[src/rtl/hue_seq_pkg.sv]
// Shared types and helpers for the hue sequencer: sector encoding, default
// duty width and the sector/ramp-to-RGB mapping.
package hue_seq_pkg;

    localparam int HUE_DUTY_W_DEF = 8;
    // Internal arithmetic width for the triple helper; callers slice to DUTY_W.
    localparam int HUE_W          = 16;

    typedef enum logic [2:0] {
        S0 = 3'd0,
        S1 = 3'd1,
        S2 = 3'd2,
        S3 = 3'd3,
        S4 = 3'd4,
        S5 = 3'd5
    } sector_t;

    typedef struct packed {
        logic [HUE_W-1:0] r;
        logic [HUE_W-1:0] g;
        logic [HUE_W-1:0] b;
    } hue_rgb_t;

    function automatic hue_rgb_t hue_triple(input sector_t sector,
                                            input logic [HUE_W-1:0] k,
                                            input logic [HUE_W-1:0] max);
        hue_rgb_t t;
        t = '0;
        case (sector)
            S0:      begin t.r = max;     t.g = k;         t.b = '0;      end
            S1:      begin t.r = max - k; t.g = max;       t.b = '0;      end
            S2:      begin t.r = '0;      t.g = max;       t.b = k;       end
            S3:      begin t.r = '0;      t.g = max - k;   t.b = max;     end
            S4:      begin t.r = k;       t.g = '0;        t.b = max;     end
            S5:      begin t.r = max;     t.g = '0;        t.b = max - k; end
            default: begin t.r = max;     t.g = '0;        t.b = '0;      end
        endcase
        return t;
    endfunction

    function automatic sector_t sector_next(input sector_t sector);
        sector_t n;
        case (sector)
            S0:      n = S1;
            S1:      n = S2;
            S2:      n = S3;
            S3:      n = S4;
            S4:      n = S5;
            default: n = S0;
        endcase
        return n;
    endfunction

    function automatic sector_t sector_prev(input sector_t sector);
        sector_t n;
        case (sector)
            S1:      n = S0;
            S2:      n = S1;
            S3:      n = S2;
            S4:      n = S3;
            S5:      n = S4;
            default: n = S5;
        endcase
        return n;
    endfunction

endpackage

[src/rtl/hue_sequencer_step_tick.sv]
// step_tick: free-running 0..STEP_DIV-1 prescaler that freezes when en_i=0
// and pulses tick_o for one cycle on each wrap.
module step_tick #(
    parameter int STEP_DIV = 1
) (
    input  logic clk_i,
    input  logic rst_i,
    input  logic en_i,
    output logic tick_o
);

    localparam int                CNT_W = (STEP_DIV > 1) ? $clog2(STEP_DIV) : 1;
    localparam logic [CNT_W-1:0]  LAST  = CNT_W'(STEP_DIV - 1);

    logic [CNT_W-1:0] cnt_q;
    logic [CNT_W-1:0] cnt_d;

    always_comb begin
        tick_o = en_i && (cnt_q == LAST);
        cnt_d  = cnt_q;
        if (en_i) begin
            cnt_d = tick_o ? '0 : cnt_q + CNT_W'(1);
        end
    end

    always_ff @(posedge clk_i) begin
        if (rst_i) begin
            cnt_q <= '0;
        end else begin
            cnt_q <= cnt_d;
        end
    end

endmodule

[src/rtl/hue_sequencer.sv]
// hue_sequencer: walks hue around R->Y->G->C->B->M and offers one duty triple
// per step on a valid/ready port. Optional macro HUE_SEQ_DIR_EN adds a dir input.
module hue_sequencer
    import hue_seq_pkg::*;
#(
    parameter int CLK_FREQ = 12000000,
    parameter int CYCLE_MS = 1000,
    parameter int DUTY_W   = HUE_DUTY_W_DEF,
    parameter int STEP_DIV = CLK_FREQ / 1000 * CYCLE_MS / (6 * ((1 << DUTY_W) - 1))
) (
    input  logic              clk,
    input  logic              rst,
    input  logic              en,
`ifdef HUE_SEQ_DIR_EN
    input  logic              dir,
`endif
    output logic              out_valid,
    input  logic              out_ready,
    output logic [DUTY_W-1:0] duty_r,
    output logic [DUTY_W-1:0] duty_g,
    output logic [DUTY_W-1:0] duty_b
);

    // Handshake: a triple transfers on any cycle with out_valid && out_ready;
    // while out_valid is high and out_ready low, duty_* hold steady.

    localparam logic [DUTY_W-1:0] MAX    = '1;
    localparam logic [DUTY_W-1:0] K_LAST = DUTY_W'((1 << DUTY_W) - 2);

    logic tick;
    logic step_back;

    step_tick #(
        .STEP_DIV (STEP_DIV)
    ) u_step_tick (
        .clk_i  (clk),
        .rst_i  (rst),
        .en_i   (en),
        .tick_o (tick)
    );

`ifdef HUE_SEQ_DIR_EN
    assign step_back = dir;
`else
    assign step_back = 1'b0;
`endif

    sector_t           sector_q, sector_d;
    logic [DUTY_W-1:0] k_q, k_d;
    logic              pending_q, pending_d;
    logic              valid_q, valid_d;
    logic [DUTY_W-1:0] r_q, r_d;
    logic [DUTY_W-1:0] g_q, g_d;
    logic [DUTY_W-1:0] b_q, b_d;
    logic              advance;
    hue_rgb_t          trip;
    logic              unused_hi;

    always_comb begin
        sector_d  = sector_q;
        k_d       = k_q;
        r_d       = r_q;
        g_d       = g_q;
        b_d       = b_q;
        trip      = '0;
        // A fresh tick counts as pending in the same cycle so it can advance at once.
        pending_d = pending_q | tick;
        valid_d   = valid_q & ~out_ready;
        advance   = (pending_q | tick) & (~valid_q | out_ready);

        if (advance) begin
            if (step_back) begin
                if (k_q == '0) begin
                    k_d      = K_LAST;
                    sector_d = sector_prev(sector_q);
                end else begin
                    k_d = k_q - DUTY_W'(1);
                end
            end else begin
                if (k_q == K_LAST) begin
                    k_d      = '0;
                    sector_d = sector_next(sector_q);
                end else begin
                    k_d = k_q + DUTY_W'(1);
                end
            end
            trip      = hue_triple(sector_d, HUE_W'(k_d), HUE_W'(MAX));
            r_d       = trip.r[DUTY_W-1:0];
            g_d       = trip.g[DUTY_W-1:0];
            b_d       = trip.b[DUTY_W-1:0];
            pending_d = 1'b0;
            valid_d   = 1'b1;
        end
    end

    // Upper helper bits are always zero for values bounded by MAX.
    assign unused_hi = ^{trip.r[HUE_W-1:DUTY_W], trip.g[HUE_W-1:DUTY_W],
                         trip.b[HUE_W-1:DUTY_W]};

    always_ff @(posedge clk) begin
        if (rst) begin
            sector_q  <= S0;
            k_q       <= '0;
            pending_q <= 1'b0;
            valid_q   <= 1'b0;
            r_q       <= MAX;
            g_q       <= '0;
            b_q       <= '0;
        end else begin
            sector_q  <= sector_d;
            k_q       <= k_d;
            pending_q <= pending_d;
            valid_q   <= valid_d;
            r_q       <= r_d;
            g_q       <= g_d;
            b_q       <= b_d;
        end
    end

    assign out_valid = valid_q;
    assign duty_r    = r_q;
    assign duty_g    = g_q;
    assign duty_b    = b_q;

endmodule

[config.mk]
export PLATFORM = sky130hd
export DESIGN_NAME = hue_sequencer
export DESIGN_NICKNAME = d
export VERILOG_FILES = /design/src/rtl/hue_seq_pkg.sv /design/src/rtl/hue_sequencer_step_tick.sv /design/src/rtl/hue_sequencer.sv
export SDC_FILE = /design/constraint.sdc
export NUM_CORES = 1
export LEC_CHECK = 0
export BUFFER_PORTS_ARGS = -buffer_cell sky130_fd_sc_hd__clkbuf_2
export CORE_ASPECT_RATIO = 0.75
export CORE_MARGIN = 3
export CORE_UTILIZATION = 45
export DETAILED_ROUTE_END_ITERATION = 16
export SYNTH_ARGS = -nofsm -noshare
export SYNTH_HDL_FRONTEND = slang
export SYNTH_SLANG_ARGS = --single-unit
[constraint.sdc]
create_clock -name clk -period 2.7 [get_ports clk]
set_input_delay 0.135 -clock clk [delete_from_list [all_inputs] [get_ports clk]]
set_output_delay 0.135 -clock clk [all_outputs]
set_load 0.05 [all_outputs]
* Word-level counts from Yosys, hierarchy flattened
Index checks and enable logic that the tools add are counted.
Word-level totals: register bits after elaboration 50, memory bits (read-only) 0, latch bits 0, input bits 4, memories kept 0, memory bits (writable) 0, output and inout bits 25
Operators by class: reduce and logical (&&, ||, !) cells 4, magnitude comparators 0, multiply operators 0, add/sub/neg operators 3, divide/modulo/power cells 0, bitwise gates (word level) 6, muxes and demuxes 8, shifts and indexed selects 0, eq/ne operators 11
Operators with widths (number):
- 40-bit case mux with 6 select lines | 1
- 8-bit two-way mux | 2
- 3-bit case mux with 5 select lines | 1
- 13-bit by 1-bit adder with 13-bit output (second input constant) | 1
- 13-bit == test (second input constant) | 1
- 13-bit two-way mux | 1
- 3-bit by 2-bit == test with 1-bit output (second input constant) | 4
- 3-bit == test (second input constant) | 3
- 8-bit by 8-bit subtractor with 9-bit output (first input constant) | 1
- 8-bit by 1-bit adder with 8-bit output (second input constant) | 1
- 8-bit == test (second input constant) | 1
- 3-bit by 1-bit == test with 1-bit output (second input constant) | 2
- 3-bit zero test | 2
- 3-bit two-way mux | 2
- 1-bit AND | 2
- 1-bit inverter | 2
- 1-bit OR | 2
- 2-bit OR reduction | 1
- 1-bit logical AND | 1
- 1-bit two-way mux | 1

* Longest topological paths before layout
Gate-level depths: netlist of run 1.
depth in word-level cells 7, gate-level depth with buffers 10

* Modules after synthesis
From an unflattened synthesis of run 1, not the netlist that was laid out.
Second synthesis, totals: cell total of the unflattened synthesis 316, area, all modules 2653.8 µm²
By module, submodules not included:
- hue_sequencer | cells an instance 243, seq. area each 740.7 µm², area each 2023.2 µm², instances 1
- step_tick | cells an instance 73, seq. area each 260.2 µm², area each 630.6 µm², instances 1

* Least setup slack after synthesis of run 1
No wires, ideal clock.
kind register -> register, from reg u_step_tick.cnt_q[3], to reg r_q[7], in the netlist duty_r[7], stages on the path, launching flop included 7, arrival 1.961 ns, clock period less this slack 2.083 ns, setup slack 0.617 ns, data required time 2.578 ns, library setup time 0.122 ns, cell sequence dfxtp_1 -> or4b_4 -> nor4_4 -> o21ai_2 -> buf_6 -> buf_2 -> a221o_1
Between the ends: word-level cells in the longest chain between the ends 4
Ends and longest elaborated chain:
- start: declaration | RTL line hue_sequencer_step_tick.sv:15 | logic [CNT_W-1:0] cnt_q;
- start signal: assignment | RTL line hue_sequencer_step_tick.sv:30 | cnt_q <= cnt_d;
- 13-bit == test | RTL line hue_sequencer_step_tick.sv:19 | tick_o = en_i && (cnt_q == LAST);
- 1-bit logical AND | RTL line hue_sequencer_step_tick.sv:19
- 1-bit OR | RTL line hue_sequencer.sv:69 | advance = (pending_q | tick) & (~valid_q | out_ready);
- 1-bit AND | RTL line hue_sequencer.sv:69
- end signal: assignment | RTL line hue_sequencer.sv:114 | r_q <= r_d;
- end: declaration | RTL line hue_sequencer.sv:52 | logic [DUTY_W-1:0] r_q, r_d;
No other way between the ends. A chain may end at the register's enable or synchronous reset.

* Worst setup path in the final report of run 1
from reg u_step_tick.cnt_q[3], to reg g_q[2], in the netlist duty_g[2]
Between the ends: word-level cells in the longest chain between the ends 4
Ends and longest elaborated chain:
- 13-bit == test | RTL line hue_sequencer_step_tick.sv:19
- 1-bit logical AND | RTL line hue_sequencer_step_tick.sv:19
- 1-bit OR | RTL line hue_sequencer.sv:69
- 1-bit AND | RTL line hue_sequencer.sv:69
- end signal: assignment | RTL line hue_sequencer.sv:115 | g_q <= g_d;
- end: declaration | RTL line hue_sequencer.sv:53 | logic [DUTY_W-1:0] g_q, g_d;
No other way between the ends.

==> results.md, run 1 <==
- Hold slack: 0.1911 ns
- Main flop type after synthesis: dfxtp_1
- Detailed-router iteration count before antenna repair: 4
- Clock Tree Root: clkbuf_8
- Layout cells sized above 1: 15.24%
- Post-DRT Antenna Nets: 0
- Pwr dens: 410.3 nW/um^2
- I/O pin count: 29
- Register-to-Register Setup Slack: 0.41 ns
- DP HPWL: 4.696 mm
- Placed Cells: 428
- Final cell count without fillers: 436
- Cell variety after synth: 51
- Hold Path Depth: 3
- Port bufs: 28
- Critical R2R Capture: duty_g[2]
- Initial core utilization: 48.46%
- Reg area: 1001 sq um
- Max VDD drop: 0.2727 mV
- Leak: 1.069 nW
- Die area: 6955 sq um
- Routed via count: 2485
- Post-synthesis net count: 349
- Fmax: 436.4 MHz
- Worst-Skew Late Latency: 0.31 ns
- Post CTS Setup Buffer Count: 0
- Min Tclk post-route: 2.292 ns
- RSZ-0062 raised after global routing: false
- Fin crit share: 84.88%
- Rows: 23
- Hold EP: pending_q
- First-pass GRT wire length: 11.01 mm
- Clock slew at reported path FFs: 0.11 ns
- Core Region: 5554 sq um
- Max Cap Viol: 0
- Commonest non-fill, non-tap cell in the layout: dfxtp_1
- Synth area leaders: dfxtp_1 (37%), a21oi_1 (6.0%), o21ai_0 (5.6%)
- Worst Max-Slew Pin Slew: 0.7058 ns
- PostCTS Resize Cnt: 0
- Crit path launch: u_step_tick.cnt_q[3]
- Sinks on Clock Net: 50
- Area of the multi-input gates: 1546 sq um
- Post-synth EDFFs: 0
- CTS buffer count: 5
- Initial DRC Count: 133
- Arrival @ worst endpoint: 2.54 ns
- Routability cong.: 0.8407
- Final Routed Wirelength: 6.546 mm
- Die X-Extent: 95.30 microns
- Startpoint Class: flip-flop
- Hold Crit Start: out_ready
- Async set or reset register ratio after synthesis: 0%
- Number of remaining DRC errors: 0
- DR vias/cell: 5.700
- Status: complete, no violations
- Syn Std Cell Area: 2691 sq um
- Fillcell total: 562
- Setup Skew: 0.01730 ns
- ANT cells: 0
- Largest net degree at the start of global routing: 25
- Cts hold-fix bufs: 0
- Mapped Cells: 341
- Htree depth: 2
- Yosys warning count: 0
- Grt total ovfl: 0
- Synth top area share: 37.19%
- Flops & latches, synth: 50
- Critical path type: flip-flop to flip-flop
- Final setup fails: 0
- Vias in the first global route: 2263
- Area Growth Syn to Fin: 10.83%
- CTS tree: yes
- Initial antenna violation count: 0
- Longest Clk Path Bufs: 2
- Min-Delay Path Class: input port to flip-flop
- Worst Reg-to-Reg Cells: 6
- Largest area contributor in the synthesized netlist: dfxtp_1
- TNS Setup: 0 ns
- Avg Cell Area, Syn: 7.892 sq um
- Average wire per standard cell: 15.01 microns
- Post-synthesis sequential area ratio: 37.19%
- R2R Path Start: u_step_tick.cnt_q[3]
- NumNets Final: 368
- Die Y: 72.98 microns
- Crit path max fanout: 17
- Final Hold Fails: 0
- Slew Limit Fails: 0
- Overall routing resource usage: 19.99%
- Critical path endpoint category: flip-flop
- Most frequent cells in the layout: dfxtp_1 (50), a21oi_1 (32), o21ai_0 (30)
- Worst relative slew slack: 52.88%
- Critical Path RT: 2.95 ns
==> layer usage <==
metal / vias up / wire (microns) / GRT usage, %
met5: - / 0 / 0
met1: 1146 / 3334 / 30.46
met2: 67 / 2688 / 27.15
met3: 6 / 464 / 5.258
met4: 0 / 59 / 5.920
li1: 1266 / - / -
==> where the power goes <==
part	internal (mW)	leakage [nW]	switching [mW]
combinational	0.00791	0.625	0.0193
clock	0.186	0.0408	0.269
sequential	0.739	0.403	0.00253
total	0.933	1.07	0.291
==> through the flow <==
| stage | power, mW | worst slack [ns] | util, % | area (sq um) |
|---|---|---|---|---|
| detailed placement | 0.7863 | 0.4205 | 52.04 | 2890 |
| global placement | 0.7862 | 0.5001 | 52.04 | 2890 |
| CTS | 1.239 | 0.4018 | 53.71 | 2983 |
| global route | 1.280 | 0.2465 | 53.71 | 2983 |
| floorplan | 0.7768 | 0.6168 | - | 2691 |
| finish | 1.224 | 0.4083 | 53.71 | 2983 |
==> synth_stat cells (all sizes together) (2+ instances only) <==
library cell and instances:
nand2 26, buf 8, ha 4, inv 9, clkbuf 18, and2 2
nand2b 6, and4 2, dfxtp 50, nand4 9, o21ai 36, o31ai 5
mux2i 13, or4 3, or2 2, a21o 2, a31oi 6, nor2b 3
a21oi 32, nor4 2, xor2 8, xnor2 4, nand3 21, and3 5
nor2 27, o2bb2ai 4, a211oi 4, nor3 10, or3 6
==> critical path, cell delays in order (launching register included) <==
cell	delay [ns]
dfxtp_1	0.37
or4b_4	0.56
nor4_4	0.31
o21ai_2	0.23
buf_4	0.26
or3_1	0.36
a21oi_1	0.15
==> area by class of cell <==
| cell class | count | area share, % |
|---|---|---|
| Clock buffer | 5 | 2.307 |
| Tap cell | 75 | 3.146 |
| Inverter | 9 | 1.133 |
| Clock inverter | 3 | 0.7970 |
| Sequential cell | 50 | 33.56 |
| Multi-Input combinational cell | 256 | 51.85 |
| Timing Repair Buffer | 38 | 7.215 |
==> cells by family (layout without fill, tap and decap cells) <==
logic type	count (synthesis)	count (layout)	share of synthesized area, %
and+or+nand+nor	128	128	25.06
DFF	50	50	37.19
adders and majority gates	4	4	1.860
AOI/OAI and AO/OA	98	98	21.39
muxes	14	14	5.253
buffers and inverters	35	55	5.346
xor gates and xnor gates	12	12	3.905
==> sequential cells by signal, summed over array words and instances, names as in the netlist <==
name,flops
duty_b,8
duty_r,8
k_q,8
sector_q,3
u_step_tick.cnt_q,13
duty_g,8
out_valid,1
pending_q,1
==> how the worst max path moves through the flow <==
| stage | end | slack [ns] |
|---|---|---|
| global route | duty_r[3] | 0.25 |
| global placement | duty_g[2] | 0.50 |
| floorplan | duty_r[7] | 0.62 |
| finish | duty_g[2] | 0.41 |
| CTS | duty_g[2] | 0.40 |
| detailed placement | duty_g[2] | 0.42 |
No activity file was read; power rests on OpenSTA's default activity.
==> run 2: changes to the inputs <==
Clock period 2.7 ns to 2.2 ns, I/O delays scaled along.
==> results.md, run 2 (synthesis results as in run 1) <==
- CTS buffer count: 5
- TNS Setup: 0 ns
- Crit path max-delay family: simple AND/OR/NAND/NOR gates
- Largest Register: u_step_tick.cnt_q
- Final Routed Wirelength: 7.099 mm
- Commonest non-fill, non-tap cell in the layout: dfxtp_1
- Average wire per standard cell: 15.37 microns
- DP HPWL: 4.891 mm
- Fmax: 477.9 MHz
- Critical path endpoint category: flip-flop
- Overall routing resource usage: 20.56%
- Fillcell total: 496
- Area of the multi-input gates: 1579 sq um
- Min Tclk post-route: 2.093 ns
- Longest Clk Path Bufs: 2
- Pwr dens: 490.6 nW/um^2
- Slowest CP cell: dfxtp_4
- Core Region: 5554 sq um
- CTS tree: yes
- Largest register FFs: 13
- Critical path type: flip-flop to flip-flop
- Die X-Extent: 95.30 microns
- Critical Path RT: 2.43 ns
- Detailed-router iteration count before antenna repair: 5
- Final Hold Fails: 0
- Most frequent cells in the layout: dfxtp_1 (48), buf_4 (33), a21oi_1 (30), o21ai_0 (30), clkbuf_2 (28)
- Arrival @ worst endpoint: 2.32 ns
- Cts hold-fix bufs: 0
- I/O pin count: 29
- Leak: 1.256 nW
- Die area: 6955 sq um
- Number of remaining DRC errors: 0
- Area Growth Syn to Fin: 22.22%
- Max Cap Viol: 0
- Port bufs: 28
- Buf+Inv Stages, Crit Path: 2
- Largest net degree at the start of global routing: 32
- Crit path max fanout: 7
- Worst Max-Slew Pin Slew: 0.7889 ns
- Routability cong.: 0.8505
- Max VDD drop: 0.2638 mV
- Layout cells sized above 1: 22.74%
- Htree depth: 2
- Rows: 23
- Slowest Stage Delay on Critical Path: 0.37 ns
- Sinks on Clock Net: 50
- ANT cells: 0
- Hold Path Depth: 4
- Fin crit share: 95.12%
- Final setup fails: 0
- Critical path, cell by cell: inv_1 -> ha_1 -> or2b_4 -> nor4_4 -> o21ai_4 -> buf_4 -> or3_1 -> a21oi_1
- Levels on crit path: 8
- Min-Delay Path Class: input port to flip-flop
- RSZ-0062 raised after global routing: false
- Die Y: 72.98 microns
- Post-DRT Antenna Nets: 0
- Startpoint Class: flip-flop
- Routed via count: 2624
- Pwr Total: 1.614 mW
- Status: complete, no violations
- Initial DRC Count: 176
- Initial core utilization: 48.46%
- Final core occ: 59.23%
- Worst Reg-to-Reg Cells: 8
- DR vias/cell: 5.680
- Setup Skew: 0.006885 ns
- First-pass GRT wire length: 11.26 mm
- Reg area: 1006 sq um
- Worst-Skew Late Latency: 0.30 ns
- Clock Tree Root: clkbuf_8
- Grt total ovfl: 0
- Slew Limit Fails: 0
- Initial antenna violation count: 0
- Worst relative slew slack: 46.85%
- Vias in the first global route: 2289
- Clock slew at reported path FFs: 0.09 ns
- NumNets Final: 395
run 2: worst reg2reg max path, cell delays in order (launching register included):
cell     delay (ns)
dfxtp_4        0.37
inv_1          0.05
ha_1           0.15
or2b_4         0.27
nor4_4         0.34
o21ai_4        0.16
buf_4          0.18
or3_1          0.34
a21oi_1        0.16
run 2: report_power, final:
group | leakage, nW | internal [mW] | total, mW | switching [mW]
Clock | 0.0573 | 0.364 | 0.668 | 0.304
Combinational | 0.795 | 0.0107 | 0.0352 | 0.0245
Sequential | 0.404 | 0.907 | 0.910 | 0.00320
Total | 1.26 | 1.28 | 1.61 | 0.332
run 2: final cells by class:
| class | instances | area share [%] |
|---|---|---|
| inverters | 9 | 1.027 |
| repair buffers | 65 | 14.11 |
| multi-input cells | 256 | 48.00 |
| clock inverters | 1 | 0.9129 |
| flip-flops and latches | 50 | 30.58 |
| well taps | 75 | 2.853 |
| clock buffers | 6 | 2.510 |
run 2: final timing paths:
check	to	from	slack [ns]
setup / recovery	k_q[1]	u_step_tick.cnt_q[0]	0.11
hold / removal	u_step_tick.cnt_q[4]	en	0.21
setup reg to reg	k_q[1]	u_step_tick.cnt_q[0]	0.11
hold reg to reg	duty_g[2]	duty_g[2]	0.46
run 2: per-stage QoR:
step	hold slack [ns]	instance area, sq um	instances	setup WS (ns)
global placement	0.4381	3023	444	0.1098
global route	0.2338	3289	462	0.003229
finish	0.2069	3289	462	0.1075
detailed placement	0.4430	3023	444	0.05696
CTS	0.1576	3136	451	0.03109
floorplan	0.2826	2691	341	0.1168
run 2: routing by layer:
| metal | wire [microns] | GRT usage (%) |
|---|---|---|
| met5 | 0 | 0 |
| met4 | 83 | 4.640 |
| met3 | 430 | 4.433 |
| met2 | 2889 | 28.08 |
| met1 | 3695 | 32.40 |
run 2: what timing repair did:
item / in CTS / in global routing
resized for setup: 0 / 14
buffers inserted: 0 / 10
setup endpoints to repair: 0 / 15
==> run 3: changes to the inputs <==
Settings changed: REMOVE_ABC_BUFFERS set to 1.
==> results.md, run 3 (synthesis results as in run 1) <==
- Final core occ: 58.62%
- Final Hold Fails: 0
- Longest Clk Path Bufs: 2
- Final cell count without fillers: 461
- Routability cong.: 0.8051
- TNS Setup: 0 ns
- Setup crit end: k_q[4]
- Initial DRC Count: 209
- Critical path endpoint category: flip-flop
- Clock slew at reported path FFs: 0.09 ns
- Min-Delay Path Class: input port to flip-flop
- Setup Skew: 0.007839 ns
- Average wire per standard cell: 15.35 microns
- Die Y: 72.98 microns
- Largest register FFs: 13
- Number of remaining DRC errors: 0
- Die X-Extent: 95.30 microns
- Leak: 1.220 nW
- Sequential Power Share: 57.2%
- Comb power frac: 2.1%
- Arrival @ worst endpoint: 2.34 ns
- Min Tclk post-route: 2.149 ns
- Status: complete, no violations
- NetSw: 0.3341 mW
- Largest net degree at the start of global routing: 20
- Die area: 6955 sq um
- Final setup fails: 0
- Area Growth Syn to Fin: 20.97%
- Hold slack: 0.2069 ns
- RSZ-0062 raised after global routing: true
- P_int: 1.257 mW
- Most frequent cells in the layout: dfxtp_1 (48), buf_4 (32), o21ai_0 (30)
- Rows: 23
- I/O pin count: 29
- Worst-Skew Late Latency: 0.30 ns
- First-pass GRT wire length: 11.27 mm
- Fmax: 465.4 MHz
- Vias in the first global route: 2279
- Crit path launch: u_step_tick.cnt_q[0]
- Commonest non-fill, non-tap cell in the layout: dfxtp_1
- Critical R2R Capture: k_q[4]
- Routed via count: 2668
- Layout cells sized above 1: 22.54%
- Htree depth: 2
- Share of power burned in the clock network: 40.7%
- Startpoint Class: flip-flop
- Critical Path RT: 2.40 ns
- Largest Register: u_step_tick.cnt_q
- Slew Limit Fails: 0
- Grt total ovfl: 0
- Worst relative slew slack: 59.71%
- Max Cap Viol: 0
- ANT cells: 0
- Initial antenna violation count: 0
- Sw Ratio: 21.00%
- Fin crit share: 97.66%
- Critical path type: flip-flop to flip-flop
- Clock Tree Root: clkbuf_8
- Final Routed Wirelength: 7.076 mm
- DP HPWL: 5.112 mm
- Initial core utilization: 48.46%
- NumNets Final: 393
- Core Region: 5554 sq um
- Worst Max-Slew Pin Slew: 0.5980 ns
- Cts hold-fix bufs: 0
- Max VDD drop: 0.2745 mV
- Crit path max fanout: 9
- Worst Reg-to-Reg Cells: 10
- Sinks on Clock Net: 50
- Placed Cells: 447
- Detailed-router iteration count before antenna repair: 5
- Pwr Total: 1.591 mW
- Overall routing resource usage: 20.44%
- Pwr dens: 488.8 nW/um^2
- Post-DRT Antenna Nets: 0
- DR vias/cell: 5.787
- Register-to-Register Setup Slack: 0.05 ns
- CTS buffer count: 5
- R2R Path Start: u_step_tick.cnt_q[0]
- Port bufs: 28
- CTS tree: yes
[run 3: changes by cell type in the layout (fill, tap and decap cells not counted), sizes merged]
cell,change
buf,-3
clkinvlp,+1
o21ai,+1
[run 3: timing repair]
item,CTS,global route
resized for setup,1,9
hold endpoints to repair,0,0
pin swaps,0,2
cloned,0,2
setup endpoints to repair,1,14
buffers inserted,0,4
[run 3: how the worst min path moves through the flow]
stage	start	cells after the start	slack (ns)	end
6_report	en	4	0.21	u_step_tick.cnt_q[4]
5_1_grt	en	4	0.24	u_step_tick.cnt_q[1]
4_1_cts	en	4	0.20	u_step_tick.cnt_q[4]
3_5_place_dp	duty_b[2]	2	0.44	duty_b[2]
3_3_place_gp	duty_b[1]	2	0.44	duty_b[1]
2_1_floorplan	rst	1	0.18	duty_b[0]
[run 3: cell type report]
class                   count  area (sq um)
multi-input cells         257          1589
well taps                  75         93.84
clock inverters             2         37.54
clock buffers               6         72.57
inverters                   9         33.78
repair buffers             62         425.4
flip-flops and latches     50          1003
fillers                   539          2298
[run 3: worst max-delay path, stage by stage (launching register included)]
cell     delay [ns]
dfxtp_2        0.35
inv_1          0.05
ha_1           0.15
or2b_2         0.32
nor4_4         0.24
buf_4          0.18
buf_4          0.14
o21a_4         0.16
buf_12         0.13
nand4_1        0.10
and3_1         0.21
[run 3: power by group through the flow]
stage | Combinational (mW) | Sequential, mW | Clock [mW]
floorplan | 0.0151 | 0.931 | 0
global placement | 0.0332 | 0.931 | 0
detailed placement | 0.0324 | 0.931 | 0
CTS | 0.0327 | 0.910 | 0.664
global route | 0.0374 | 0.912 | 0.709
finish | 0.0331 | 0.911 | 0.647
[run 3: routing by layer]
| metal | part of all wire, % | GRT usage (%) | wire length, microns | up-vias |
|---|---|---|---|---|
| met2 | 40 | 27.85 | 2864 | 91 |
| met1 | 52 | 33.08 | 3697 | 1254 |
| met5 | 0 | 0 | 0 | - |
| met4 | 0.58 | 3.680 | 41 | 0 |
| met3 | 6.7 | 3.608 | 472 | 6 |
| li1 | - | - | - | 1317 |
[run 3: through the flow]
step / setup WS [ns] / area [sq um]
after floorplan: -0.2178 / 2581
after global placement: 0.1147 / 3045
after detailed placement: 0.02496 / 3045
after CTS: 0.03573 / 3163
after global routing: -0.03486 / 3256
final: 0.05145 / 3256
